[src/rtl/conv_pkg.sv]
// rtl/conv_pkg.sv - shared types, default widths and accumulator sizing for the convolution controller
package conv_pkg;

  typedef enum logic [2:0] {
    IDLE,
    CHECK,
    RD_K,
    WT_K,
    RD_I,
    WT_I,
    EMIT,
    FIN
  } convState_t;

  localparam int DEF_DATA_W = 8;
  localparam int DEF_ADDR_W = 32;
  localparam int DEF_DIM_W  = 10;
  localparam int DEF_MAX_K  = 7;

  // Product of two signed elements plus headroom for K*K taps.
  function automatic int accWidth(input int dataW, input int maxK);
    return 2 * dataW + $clog2(maxK * maxK);
  endfunction

endpackage

[src/rtl/convo_ctrl_p_if.sv]
// rtl/convo_ctrl_p_if.sv - memory read bus and result stream of the convolution controller
interface convo_ctrl_p_if import conv_pkg::*; #(
  parameter int ADDR_W = DEF_ADDR_W,
  parameter int DATA_W = DEF_DATA_W,
  parameter int ACC_W  = accWidth(DEF_DATA_W, DEF_MAX_K)
) ();

  logic              MemRd;
  logic [ADDR_W-1:0] MemAddr;
  logic [DATA_W-1:0] MemRdata;
  logic              MemRvalid;
  logic              OutValid;
  logic              OutReady;
  logic [ACC_W-1:0]  OutData;

  // Controller side: issues reads, produces results.
  modport master (
    output MemRd, MemAddr, OutValid, OutData,
    input  MemRdata, MemRvalid, OutReady
  );

  // Memory arbiter / result writer side.
  modport slave (
    input  MemRd, MemAddr, OutValid, OutData,
    output MemRdata, MemRvalid, OutReady
  );

endinterface

[src/rtl/conv_addr_gen.sv]
// rtl/conv_addr_gen.sv - output-pixel and kernel-tap counters with kernel/image address generation
module conv_addr_gen #(
  parameter int ADDR_W = 32,
  parameter int DIM_W  = 10
) (
  input  logic              Clk,
  input  logic              Rst_n,
  input  logic              clear,
  input  logic              tapAdv,
  input  logic              pixAdv,
  input  logic [3:0]        kSize,
  input  logic [1:0]        stride,
  input  logic [DIM_W-1:0]  imgW,
  input  logic [DIM_W-1:0]  outW,
  input  logic [DIM_W-1:0]  outH,
  input  logic [ADDR_W-1:0] imgBase,
  input  logic [ADDR_W-1:0] kerBase,
  output logic [ADDR_W-1:0] kernAddr,
  output logic [ADDR_W-1:0] imgAddr,
  output logic              lastTap,
  output logic              lastPix
);

  logic [DIM_W-1:0] oy, ox;
  logic [3:0]       ky, kx;
  logic             kxWrap, oxWrap;

  assign kxWrap  = (kx == kSize - 4'd1);
  assign lastTap = kxWrap && (ky == kSize - 4'd1);
  assign oxWrap  = (ox == outW - DIM_W'(1));
  assign lastPix = oxWrap && (oy == outH - DIM_W'(1));

  // Addresses are formed at full address width; wrap-around is allowed.
  assign kernAddr = kerBase + ADDR_W'(ky) * ADDR_W'(kSize) + ADDR_W'(kx);
  assign imgAddr  = imgBase
                  + (ADDR_W'(oy) * ADDR_W'(stride) + ADDR_W'(ky)) * ADDR_W'(imgW)
                  + ADDR_W'(ox) * ADDR_W'(stride) + ADDR_W'(kx);

  // Tap counters step kx then ky; pixel counters step ox then oy (raster order).
  always_ff @(posedge Clk or negedge Rst_n) begin
    if (!Rst_n) begin
      oy <= '0;
      ox <= '0;
      ky <= '0;
      kx <= '0;
    end else if (clear) begin
      oy <= '0;
      ox <= '0;
      ky <= '0;
      kx <= '0;
    end else if (pixAdv) begin
      ky <= '0;
      kx <= '0;
      if (oxWrap) begin
        ox <= '0;
        oy <= oy + DIM_W'(1);
      end else begin
        ox <= ox + DIM_W'(1);
      end
    end else if (tapAdv) begin
      if (kxWrap) begin
        kx <= '0;
        ky <= lastTap ? 4'd0 : ky + 4'd1;
      end else begin
        kx <= kx + 4'd1;
      end
    end
  end

endmodule

[src/rtl/convo_ctrl_p.sv]
// rtl/convo_ctrl_p.sv - valid-mode strided 2-D convolution controller with one read in flight
module convo_ctrl_p import conv_pkg::*; #(
  parameter int DATA_W = DEF_DATA_W,
  parameter int ADDR_W = DEF_ADDR_W,
  parameter int DIM_W  = DEF_DIM_W,
  parameter int MAX_K  = DEF_MAX_K,
  parameter int ACC_W  = accWidth(DATA_W, MAX_K)
) (
  input  logic              Clk,
  input  logic              Rst_n,
  input  logic              Start,
  input  logic [ADDR_W-1:0] ImageAddress,
  input  logic [ADDR_W-1:0] KernelAddress,
  input  logic [3:0]        KernelSize,
  input  logic [DIM_W-1:0]  ImageWidth,
  input  logic [DIM_W-1:0]  ImageHeight,
  input  logic [1:0]        Stride,
  convo_ctrl_p_if.master    bus,
  output logic              Busy,
  output logic              Done,
  output logic              Err
);

  convState_t state, nextState;

  logic [ADDR_W-1:0]        cfgImgAddr, cfgKerAddr;
  logic [3:0]               cfgK;
  logic [DIM_W-1:0]         cfgW, cfgH;
  logic [1:0]               cfgS;
  logic signed [DATA_W-1:0] weight;
  logic signed [ACC_W-1:0]  acc;
  logic signed [2*DATA_W-1:0] product;
  logic                     cfgBad;
  logic [DIM_W-1:0]         strideDiv, outW, outH;
  logic                     ctrClear, tapAdv, pixAdv, lastTap, lastPix;
  logic [ADDR_W-1:0]        kernAddr, imgAddr;

  assign cfgBad = (cfgK == 4'd0) || (int'(cfgK) > MAX_K) ||
                  (DIM_W'(cfgK) > cfgW) || (DIM_W'(cfgK) > cfgH) || (cfgS == 2'd0);

  // Divisor guarded so a zero stride never reaches the divider; the result is unused then.
  assign strideDiv = (cfgS == 2'd0) ? DIM_W'(1) : DIM_W'(cfgS);
  assign outW      = (cfgW - DIM_W'(cfgK)) / strideDiv + DIM_W'(1);
  assign outH      = (cfgH - DIM_W'(cfgK)) / strideDiv + DIM_W'(1);

  assign product = weight * $signed(bus.MemRdata);

  conv_addr_gen #(
    .ADDR_W (ADDR_W),
    .DIM_W  (DIM_W)
  ) uAddrGen (
    .Clk      (Clk),
    .Rst_n    (Rst_n),
    .clear    (ctrClear),
    .tapAdv   (tapAdv),
    .pixAdv   (pixAdv),
    .kSize    (cfgK),
    .stride   (cfgS),
    .imgW     (cfgW),
    .outW     (outW),
    .outH     (outH),
    .imgBase  (cfgImgAddr),
    .kerBase  (cfgKerAddr),
    .kernAddr (kernAddr),
    .imgAddr  (imgAddr),
    .lastTap  (lastTap),
    .lastPix  (lastPix)
  );

  // FSM state register.
  always_ff @(posedge Clk or negedge Rst_n) begin
    if (!Rst_n) state <= IDLE;
    else        state <= nextState;
  end

  // Next-state decode and all handshake/status outputs.
  always_comb begin
    nextState    = state;
    bus.MemRd    = 1'b0;
    bus.MemAddr  = '0;
    bus.OutValid = 1'b0;
    bus.OutData  = '0;
    Busy         = (state != IDLE);
    Done         = 1'b0;
    ctrClear     = 1'b0;
    tapAdv       = 1'b0;
    pixAdv       = 1'b0;
    case (state)
      IDLE:  if (Start) nextState = CHECK;
      CHECK: begin
        ctrClear  = !cfgBad;
        nextState = cfgBad ? FIN : RD_K;
      end
      RD_K: begin
        bus.MemRd   = 1'b1;
        bus.MemAddr = kernAddr;
        nextState   = WT_K;
      end
      WT_K:  if (bus.MemRvalid) nextState = RD_I;
      RD_I: begin
        bus.MemRd   = 1'b1;
        bus.MemAddr = imgAddr;
        nextState   = WT_I;
      end
      WT_I: begin
        if (bus.MemRvalid) begin
          tapAdv    = 1'b1;
          nextState = lastTap ? EMIT : RD_K;
        end
      end
      EMIT: begin
        bus.OutValid = 1'b1;
        bus.OutData  = acc;
        if (bus.OutReady) begin
          pixAdv    = 1'b1;
          nextState = lastPix ? FIN : RD_K;
        end
      end
      FIN: begin
        Done      = 1'b1;
        nextState = IDLE;
      end
      default: nextState = IDLE;
    endcase
  end

  // Job configuration is captured once so inputs may change while busy.
  always_ff @(posedge Clk or negedge Rst_n) begin
    if (!Rst_n) begin
      cfgImgAddr <= '0;
      cfgKerAddr <= '0;
      cfgK       <= '0;
      cfgW       <= '0;
      cfgH       <= '0;
      cfgS       <= '0;
    end else if (state == IDLE && Start) begin
      cfgImgAddr <= ImageAddress;
      cfgKerAddr <= KernelAddress;
      cfgK       <= KernelSize;
      cfgW       <= ImageWidth;
      cfgH       <= ImageHeight;
      cfgS       <= Stride;
    end
  end

  // Err is sticky from a rejected configuration until the next accepted Start.
  always_ff @(posedge Clk or negedge Rst_n) begin
    if (!Rst_n)                            Err <= 1'b0;
    else if (state == IDLE && Start)       Err <= 1'b0;
    else if (state == CHECK && cfgBad)     Err <= 1'b1;
  end

  // Weight capture and signed multiply-accumulate over the kernel taps.
  always_ff @(posedge Clk or negedge Rst_n) begin
    if (!Rst_n) begin
      weight <= '0;
      acc    <= '0;
    end else begin
      if (state == WT_K && bus.MemRvalid) weight <= $signed(bus.MemRdata);
      if (state == CHECK)
        acc <= '0;
      else if (state == WT_I && bus.MemRvalid)
        acc <= acc + {{(ACC_W-2*DATA_W){product[2*DATA_W-1]}}, product};
      else if (state == EMIT && bus.OutReady)
        acc <= '0;
    end
  end

endmodule

[src/flat_wrapper.sv]
// flat-port wrapper written by rule: the top's interface ports become plain ports
module convo_ctrl_p_flat import conv_pkg::*;
#(
  parameter int DATA_W = DEF_DATA_W,
  parameter int ADDR_W = DEF_ADDR_W,
  parameter int DIM_W  = DEF_DIM_W,
  parameter int MAX_K  = DEF_MAX_K,
  parameter int ACC_W  = accWidth(DATA_W, MAX_K)
)
  (Clk, Rst_n, Start, ImageAddress, KernelAddress, KernelSize, ImageWidth, ImageHeight, Stride, Busy, Done, Err, bus_MemRd, bus_MemAddr, bus_OutValid, bus_OutData, bus_MemRdata, bus_MemRvalid, bus_OutReady);
  convo_ctrl_p_if #(.ADDR_W(ADDR_W), .DATA_W(DATA_W), .ACC_W(ACC_W)) bus_i ();
  input  logic Clk;
  input  logic Rst_n;
  input  logic Start;
  input  logic [ADDR_W-1:0] ImageAddress;
  input  logic [ADDR_W-1:0] KernelAddress;
  input  logic [3:0] KernelSize;
  input  logic [DIM_W-1:0] ImageWidth;
  input  logic [DIM_W-1:0] ImageHeight;
  input  logic [1:0] Stride;
  output logic Busy;
  output logic Done;
  output logic Err;
  output wire logic [$bits(bus_i.MemRd)-1:0] bus_MemRd;
  output wire logic [$bits(bus_i.MemAddr)-1:0] bus_MemAddr;
  output wire logic [$bits(bus_i.OutValid)-1:0] bus_OutValid;
  output wire logic [$bits(bus_i.OutData)-1:0] bus_OutData;
  input wire logic [$bits(bus_i.MemRdata)-1:0] bus_MemRdata;
  input wire logic [$bits(bus_i.MemRvalid)-1:0] bus_MemRvalid;
  input wire logic [$bits(bus_i.OutReady)-1:0] bus_OutReady;
  assign bus_MemRd = bus_i.MemRd;
  assign bus_MemAddr = bus_i.MemAddr;
  assign bus_OutValid = bus_i.OutValid;
  assign bus_OutData = bus_i.OutData;
  assign bus_i.MemRdata = bus_MemRdata;
  assign bus_i.MemRvalid = bus_MemRvalid;
  assign bus_i.OutReady = bus_OutReady;
  convo_ctrl_p #(.DATA_W(DATA_W), .ADDR_W(ADDR_W), .DIM_W(DIM_W), .MAX_K(MAX_K), .ACC_W(ACC_W)) u_core (.Clk(Clk), .Rst_n(Rst_n), .Start(Start), .ImageAddress(ImageAddress), .KernelAddress(KernelAddress), .KernelSize(KernelSize), .ImageWidth(ImageWidth), .ImageHeight(ImageHeight), .Stride(Stride), .bus(bus_i), .Busy(Busy), .Done(Done), .Err(Err));
endmodule
[config.mk]
export PLATFORM = sky130hd
export DESIGN_NAME = convo_ctrl_p_flat
export DESIGN_NICKNAME = d
export VERILOG_FILES = /design/src/rtl/conv_pkg.sv /design/src/rtl/convo_ctrl_p_if.sv /design/src/rtl/conv_addr_gen.sv /design/src/rtl/convo_ctrl_p.sv /design/src/flat_wrapper.sv
export SDC_FILE = /design/constraint.sdc
export NUM_CORES = 1
export LEC_CHECK = 0
export ABC_AREA = 0
export CELL_PAD_IN_SITES_DETAIL_PLACEMENT = 1
export CELL_PAD_IN_SITES_GLOBAL_PLACEMENT = 1
export CORE_MARGIN = 3
export CORE_UTILIZATION = 30
export CTS_CLUSTER_SIZE = 8
export DETAILED_ROUTE_END_ITERATION = 8
export GPL_TIMING_DRIVEN = 1
export PLACE_DENSITY_LB_ADDON = 0.1
export SLEW_MARGIN = 5
export SYNTH_ARGS = -nofsm -noshare
export SYNTH_HDL_FRONTEND = slang
export SYNTH_SLANG_ARGS = --single-unit
[constraint.sdc]
create_clock -name Clk -period 16.7 [get_ports Clk]
set_input_delay 3.34 -clock Clk [delete_from_list [all_inputs] [get_ports Clk]]
set_output_delay 3.34 -clock Clk [all_outputs]
set_load 0.005 [all_outputs]
==> run summary, run 1 <==
Status
* finished clean — result of the run

Timing
* 63.0 MHz — fmax
* 0.951 — fin crit share
* 0.0146 ns — largest clock skew in the final design
* 0 — total setup violations reported at the end of the flow
* 0 — Final Hold Violating Endpoints
* 1.19 ns — Tightest Pin Transition
* 15.88 ns — final critical-path required period
* 0 — pins over their slew limit
* 0.505 ns — hold slack
* 0.199 — tightest slew margin relative to the limit

GRT
* 110 mm — first-pass GRT wire length
* 19.4k — vias in the first global route
* 90 — maximum number of pins on one net before global-route repair
* 0 — global-route congestion overflow total
* 0.188 — total track usage
* 4 — antenna violations before repair

Detailed routing
* 17.6k — routed vias
* 666 — number of DRC markers in iteration 0
* 5 — First-pass DRT Iterations
* 0 — post-route DRC violation count
* 0 — post-detailed-route count of antenna-violating nets
* 5.02 — number of vias per cell
* 19.5 um — wire length per cell after detailed routing
* 68.2 mm — total length of routed wires

Yosys
* 0.178 — part of the Yosys area used for sequential elements
* 0 — Syn. warnings
* sky130_fd_sc_hd__fa_1, sky130_fd_sc_hd__dfrtp_1, sky130_fd_sc_hd__ha_1 — top cells by area, synth
* 9.05 sq um — Post-Synthesis Mean Instance Area
* sky130_fd_sc_hd__inv_1, sky130_fd_sc_hd__nand2_1, sky130_fd_sc_hd__ha_1 — most numerous cell types in the synthesized netlist
* 2890 — nets in the synthesized netlist
* sky130_fd_sc_hd__fa_1 — leading area contributor after synthesis
* 21300 sq um — post-synthesis instance area
* 2357 — post-synthesis instance total
* sky130_fd_sc_hd__inv_1 — most frequent cell after synthesis
* 152 — Seq cells post-synth
* 89 — count of cell types in the netlist
* sky130_fd_sc_hd__dfrtp_1 — Post-synth top flop
* 0.186 — top-area cell type share of the netlist area
* 1.00 — Async S/R FF share, synth
* 0 — number of enable flip-flop cells after synthesis

Setup path
* 17.11 ns — Required @ worst endpoint
* flip-flop — startpoint kind of the worst setup timing path
* 16.29 ns — data arrival time of the critical path
* 0.55 ns — delay of the slowest cell on the worst path
* sky130_fd_sc_hd__or4b_4 — Crit-path slowest cell
* reg -> reg — CP Class
* 8 — crit-path max FO
* flip-flop — Worst Setup End Kind
* sky130_fd_sc_hd__ha_1 — cell repeated most along the worst path

Clocking
* 0.49 ns — clock latency reported for the late side of the worst-skew pair
* 0.08 ns — Reg clk slew, reported paths
* 4 — total number of H-tree levels
* 152 — sinks on the clock net
* 17 — clock buffers created by TritonCTS
* yes — clock tree from TritonCTS
* 2 — clock tree buffer depth
* sky130_fd_sc_hd__clkbuf_16 — cell at the root of the clock tree

Finish
* 3075 — Nets
* 18.4% — Layout area overhead
* 0.116 — proportion of layout cells with a drive suffix above 1

Placed design
* 54.5 mm — HPWL after detailed placement
* 0.833 — final estimated routing congestion in global placement
* 161 — count of port buffers added during placement

Floorplanning
* 162 — I/O pin count
* 273 um — die outline width
* 70300 sq um — area of the core
* 273 um — Die H
* 0.303 — Initial Util
* 97 — number of rows created at floorplan
* 74300 sq um — Die Outline Area

Worst hold path
* reg -> reg — type of the worst min-delay path

Run
* 0 — max-cap check violation count

==> metal layers <==
| metal | wire length, um | track usage |
|---|---|---|
| met1 | 32000 | 0.251 |
| met4 | 1720 | 0.0587 |
| met5 | 9 | 0 |
| met3 | 1770 | 0.0272 |
| met2 | 32700 | 0.315 |
==> critical path: cells and delay by family (launching register included) <==
family | cells | cell delay (ns)
compound gates | 26 | 5.84
xor+xnor | 1 | 0.17
fa+ha+maj | 11 | 3.03
buf+inv | 3 | 0.45
flops | 1 | 0.36
mux | 5 | 1.12
simple gates | 21 | 4.79
==> path summary, 6_finish.rpt <==
kind,from,to,slack (ns),cells after the start
min,u_core.Err,u_core.Err,0.51,1
min in group asynchronous,Rst_n,u_core.cfgH[7],2.98,1
max in group asynchronous,Rst_n,u_core.cfgK[2],12.07,2
min reg2reg,u_core.Err,u_core.Err,0.51,1
max,u_core.cfgK[3],u_core.uAddrGen.oy[8],0.82,67
max reg2reg,u_core.cfgK[3],u_core.uAddrGen.oy[8],0.82,67
==> kinds of logic (layout without fill, tap and decap cells) <==
kind of cell	count (synthesis)	in the layout	synth area share
other cells	0	1	0
xor+xnor	145	145	0.0596
fa+ha+maj	430	430	0.322
simple gates	724	724	0.173
flops	152	152	0.178
mux	137	137	0.0708
buf+inv	367	565	0.0654
compound gates	402	402	0.131
==> sequential cells by signal (all words and copies together), names as in the netlist, 4 cells and up <==
name and cells:
u_core.uAddrGen.ox 10, u_core.cfgW 10, u_core.cfgK 4, u_core.cfgImgAddr 32, u_core.uAddrGen.oy 10, u_core.cfgH 10, u_core.cfgKerAddr 32, u_core.uAddrGen.ky 4
u_core.weight 8, u_core.acc 22, u_core.uAddrGen.kx 4
==> layout by cell type (no fill, tap or decap), drive strengths merged, types with 8 or more instances in the layout <==
cell,Yosys,routed
inv,302,305
nand2,241,241
ha,232,232
fa,198,198
clkdlybuf4s50,0,160
dfrtp,152,152
and2,113,113
mux2,105,105
a21oi,87,87
nor2,83,83
o21ai,82,82
xnor2,77,77
buf,6,71
xor2,68,68
nor3,47,47
nand3,45,45
and3,42,42
mux2i,32,32
nand2b,31,31
o22ai,24,24
nand4,23,23
a21o,23,23
o21a,23,23
o21bai,19,19
clkbuf,59,19
o211ai,18,18
or3,18,18
or2,18,18
o31ai,17,17
nor2b,17,17
a21boi,14,14
a211oi,13,13
nor4,11,11
and4,8,8
o32ai,8,8
==> cell type report <==
class	instances	area [sq um]
Sequential cell	152	3800
Clock buffer	19	453
Timing Repair Buffer	231	2140
Fill cell	8094	45000
Inverter	302	1130
Clock inverter	13	144
Tap cell	940	1180
Multi-Input combinational cell	1838	16400
Antenna cell	1	2.50
==> repair_timing <==
action                                 in CTS  in global routing
buffers inserted                            4                 20
endpoints found under the hold margin       0                  0
setup endpoints to repair                  22                 22
hold buffers                                0                  0
resized for setup                          11                 52
pin swaps                                   2                 18
==> per-stage QoR <==
stage	util	worst slack, ns	TNS (ns)	cells	cell area (sq um)
floorplan	-	0.391	0	2357	21300
global placement	0.344	0.128	0	3439	24200
detailed placement	0.344	-0.576	-10.87	3439	24200
CTS	0.354	0.00148	0	3475	24900
global route	0.359	-0.0647	-0.317	3495	25200
finish	0.359	0.818	0	3496	25200
Power of run 1 is left out: the tool's default activity adds up to more than one toggle a clock period on the data nets, which glitch-free logic cannot reach.
==> inputs of run 2 (changes only) <==
--- a/config.mk
+++ b/config.mk
@@ -12,7 +12,7 @@
 export CORE_UTILIZATION = 30
 export CTS_CLUSTER_SIZE = 8
 export DETAILED_ROUTE_END_ITERATION = 8
-export GPL_TIMING_DRIVEN = 1
+export GPL_TIMING_DRIVEN = 0
 export PLACE_DENSITY_LB_ADDON = 0.1
 export SLEW_MARGIN = 5
 export SYNTH_ARGS = -nofsm -noshare
==> run summary, run 2 (synthesis results as in run 1) <==
Status
* finished clean — result of the run

Setup path
* 5 — crit-path max FO, -3
* 0.56 ns — delay of the slowest cell on the worst path, about the same
* flip-flop — Worst Setup End Kind
* 17.11 ns — Required @ worst endpoint, about the same
* 0.68 ns — reg2reg setup slack, -0.14 ns
* sky130_fd_sc_hd__ha_1 — cell repeated most along the worst path
* sky130_fd_sc_hd__or4b_4 — Crit-path slowest cell
* flip-flop — startpoint kind of the worst setup timing path
* reg -> reg — CP Class
* 16.43 ns — data arrival time of the critical path, +0.14 ns

Clocking
* 4 — total number of H-tree levels, unchanged
* 0.08 ns — Reg clk slew, reported paths, about the same
* 0 — CTS Hold Buffers Added, unchanged
* 2 — clock tree buffer depth, unchanged
* 17 — clock buffers created by TritonCTS, unchanged
* 152 — sinks on the clock net, unchanged
* sky130_fd_sc_hd__clkbuf_16 — cell at the root of the clock tree
* yes — clock tree from TritonCTS
* 0.49 ns — clock latency reported for the late side of the worst-skew pair, about the same

Timing
* 0.494 ns — hold slack, -0.0118 ns
* 1.35 ns — Tightest Pin Transition, +0.155 ns
* 0.959 — fin crit share, +0.00827
* 0 — total setup violations reported at the end of the flow, unchanged
* 62.4 MHz — fmax, -0.86%
* 0.0132 ns — largest clock skew in the final design, -0.00134 ns
* 0 — pins over their slew limit, unchanged
* 0 — Final Hold Violating Endpoints, unchanged
* 0.102 — tightest slew margin relative to the limit, -0.0970
* 16.02 ns — final critical-path required period, +0.138 ns
* true — setup repair after global routing missed its margin

Finish
* 3116 — Nets, +1.3%
* 0.114 — proportion of layout cells with a drive suffix above 1, -0.00184
* 0.363 — final core occ, +0.00333
* u_core.cfgImgAddr: 32 flops, u_core.cfgKerAddr: 32 flops, u_core.acc: 22 flops — largest registers in the final layout
* 25500 sq um — post-route design area, +0.93%
* sky130_fd_sc_hd__inv_1 — most common cell after layout, fill and taps aside
* 3538 — number of non-filler instances in the completed layout, +1.2%
* sky130_fd_sc_hd__inv_1, sky130_fd_sc_hd__nand2_1, sky130_fd_sc_hd__ha_1, sky130_fd_sc_hd__fa_1, sky130_fd_sc_hd__clkdlybuf4s50_1 — commonest non-fill, non-tap cells in the layout
* 19.5% — Layout area overhead

Floorplanning
* 0.303 — Initial Util, unchanged
* 273 um — die outline width, unchanged
* 74300 sq um — Die Outline Area, unchanged
* 273 um — Die H, unchanged
* 70300 sq um — area of the core, unchanged
* 97 — number of rows created at floorplan, unchanged
* 162 — I/O pin count, unchanged

GRT
* 0.186 — total track usage, -0.00181
* 108 mm — first-pass GRT wire length, -1.6%
* 0 — global-route congestion overflow total, unchanged
* 91 — maximum number of pins on one net before global-route repair, +1.1%
* 19.1k — vias in the first global route, -2.0%
* 1 — antenna violations before repair, -3

Placed design
* 159 — count of port buffers added during placement, -1.2%
* 0.801 — final estimated routing congestion in global placement, -3.9%
* 24100 sq um — total cell area at the placement stage, -0.30%
* 55.8 mm — HPWL after detailed placement, +2.5%
* 3457 — number of placed instances with taps included, +0.52%

Worst hold path
* reg -> reg — type of the worst min-delay path

Detailed routing
* 0 — post-route DRC violation count, unchanged
* 19.2 um — wire length per cell after detailed routing, -1.5%
* 4.99 — number of vias per cell, -0.56%
* 0 — post-detailed-route count of antenna-violating nets, unchanged
* 5 — First-pass DRT Iterations, unchanged
* 666 — number of DRC markers in iteration 0, unchanged
* 17.7k — routed vias, +0.64%
* 68.0 mm — total length of routed wires, -0.29%

Run
* 0 — max-cap check violation count, unchanged

-- run 2: cell types whose count changed in the layout (fill, tap and decap cells not counted), sizes merged, moves of 2 or more --
cell / change
clkdlybuf4s50: -2
clkbuf: +58
clkinvlp: +3
buf: -15
-- run 2: worst paths after layout --
check | cells after the start | endpoint | startpoint
max | 66 | u_core.uAddrGen.oy[8] | u_core.cfgK[3]
min | 1 | u_core.Err | u_core.Err
max reg2reg | 66 | u_core.uAddrGen.oy[8] | u_core.cfgK[3]
min reg2reg | 1 | u_core.Err | u_core.Err
max in group asynchronous | 2 | u_core.cfgImgAddr[31] | Rst_n
min in group asynchronous | 1 | u_core.cfgH[5] | Rst_n
-- run 2: layer usage --
layer / global-route usage / wire (um) / vias to the layer above
met1: 0.256 / 32700 / 8949
li1: - / - / 8477
met3: 0.0224 / 1700 / 57
met4: 0.0483 / 1220 / 0
met2: 0.310 / 32400 / 181
met5: 0 / 0 / -
-- run 2: worst max-delay path, delay by kind of cell (launching register included) --
family,cells,cell delay (ns)
compound gates,24,5.33
simple gates,22,5.24
fa+ha+maj,11,3.00
mux,5,1.18
buf+inv,3,0.56
flops,1,0.47
xor+xnor,1,0.17
-- run 2: cell type report --
type	instances	area (sq um)
Multi-Input combinational cell	1838	16500
Inverter	302	1140
Buffer	63	264
Fill cell	8132	44800
Sequential cell	152	3810
Antenna cell	2	5.00
Clock buffer	19	443
Timing Repair Buffer	209	2000
Clock inverter	13	120
Tap cell	940	1180
-- run 2: timing repair --
item	4_1_cts	5_1_grt
setup endpoints to repair	22	22
cloned	0	1
pin swaps	13	23
resized for setup	57	42
buffers inserted	23	25
-- run 2: through the flow --
stage | TNS (ns) | setup slack (ns)
after floorplan | 0 | 0.391
after global placement | -54.89 | -2.96
after detailed placement | -59.44 | -3.28
after CTS | 0 | 0.0164
after global routing | -2.70 | -0.189
final | 0 | 0.680
Power of run 2 is left out for the same reason.
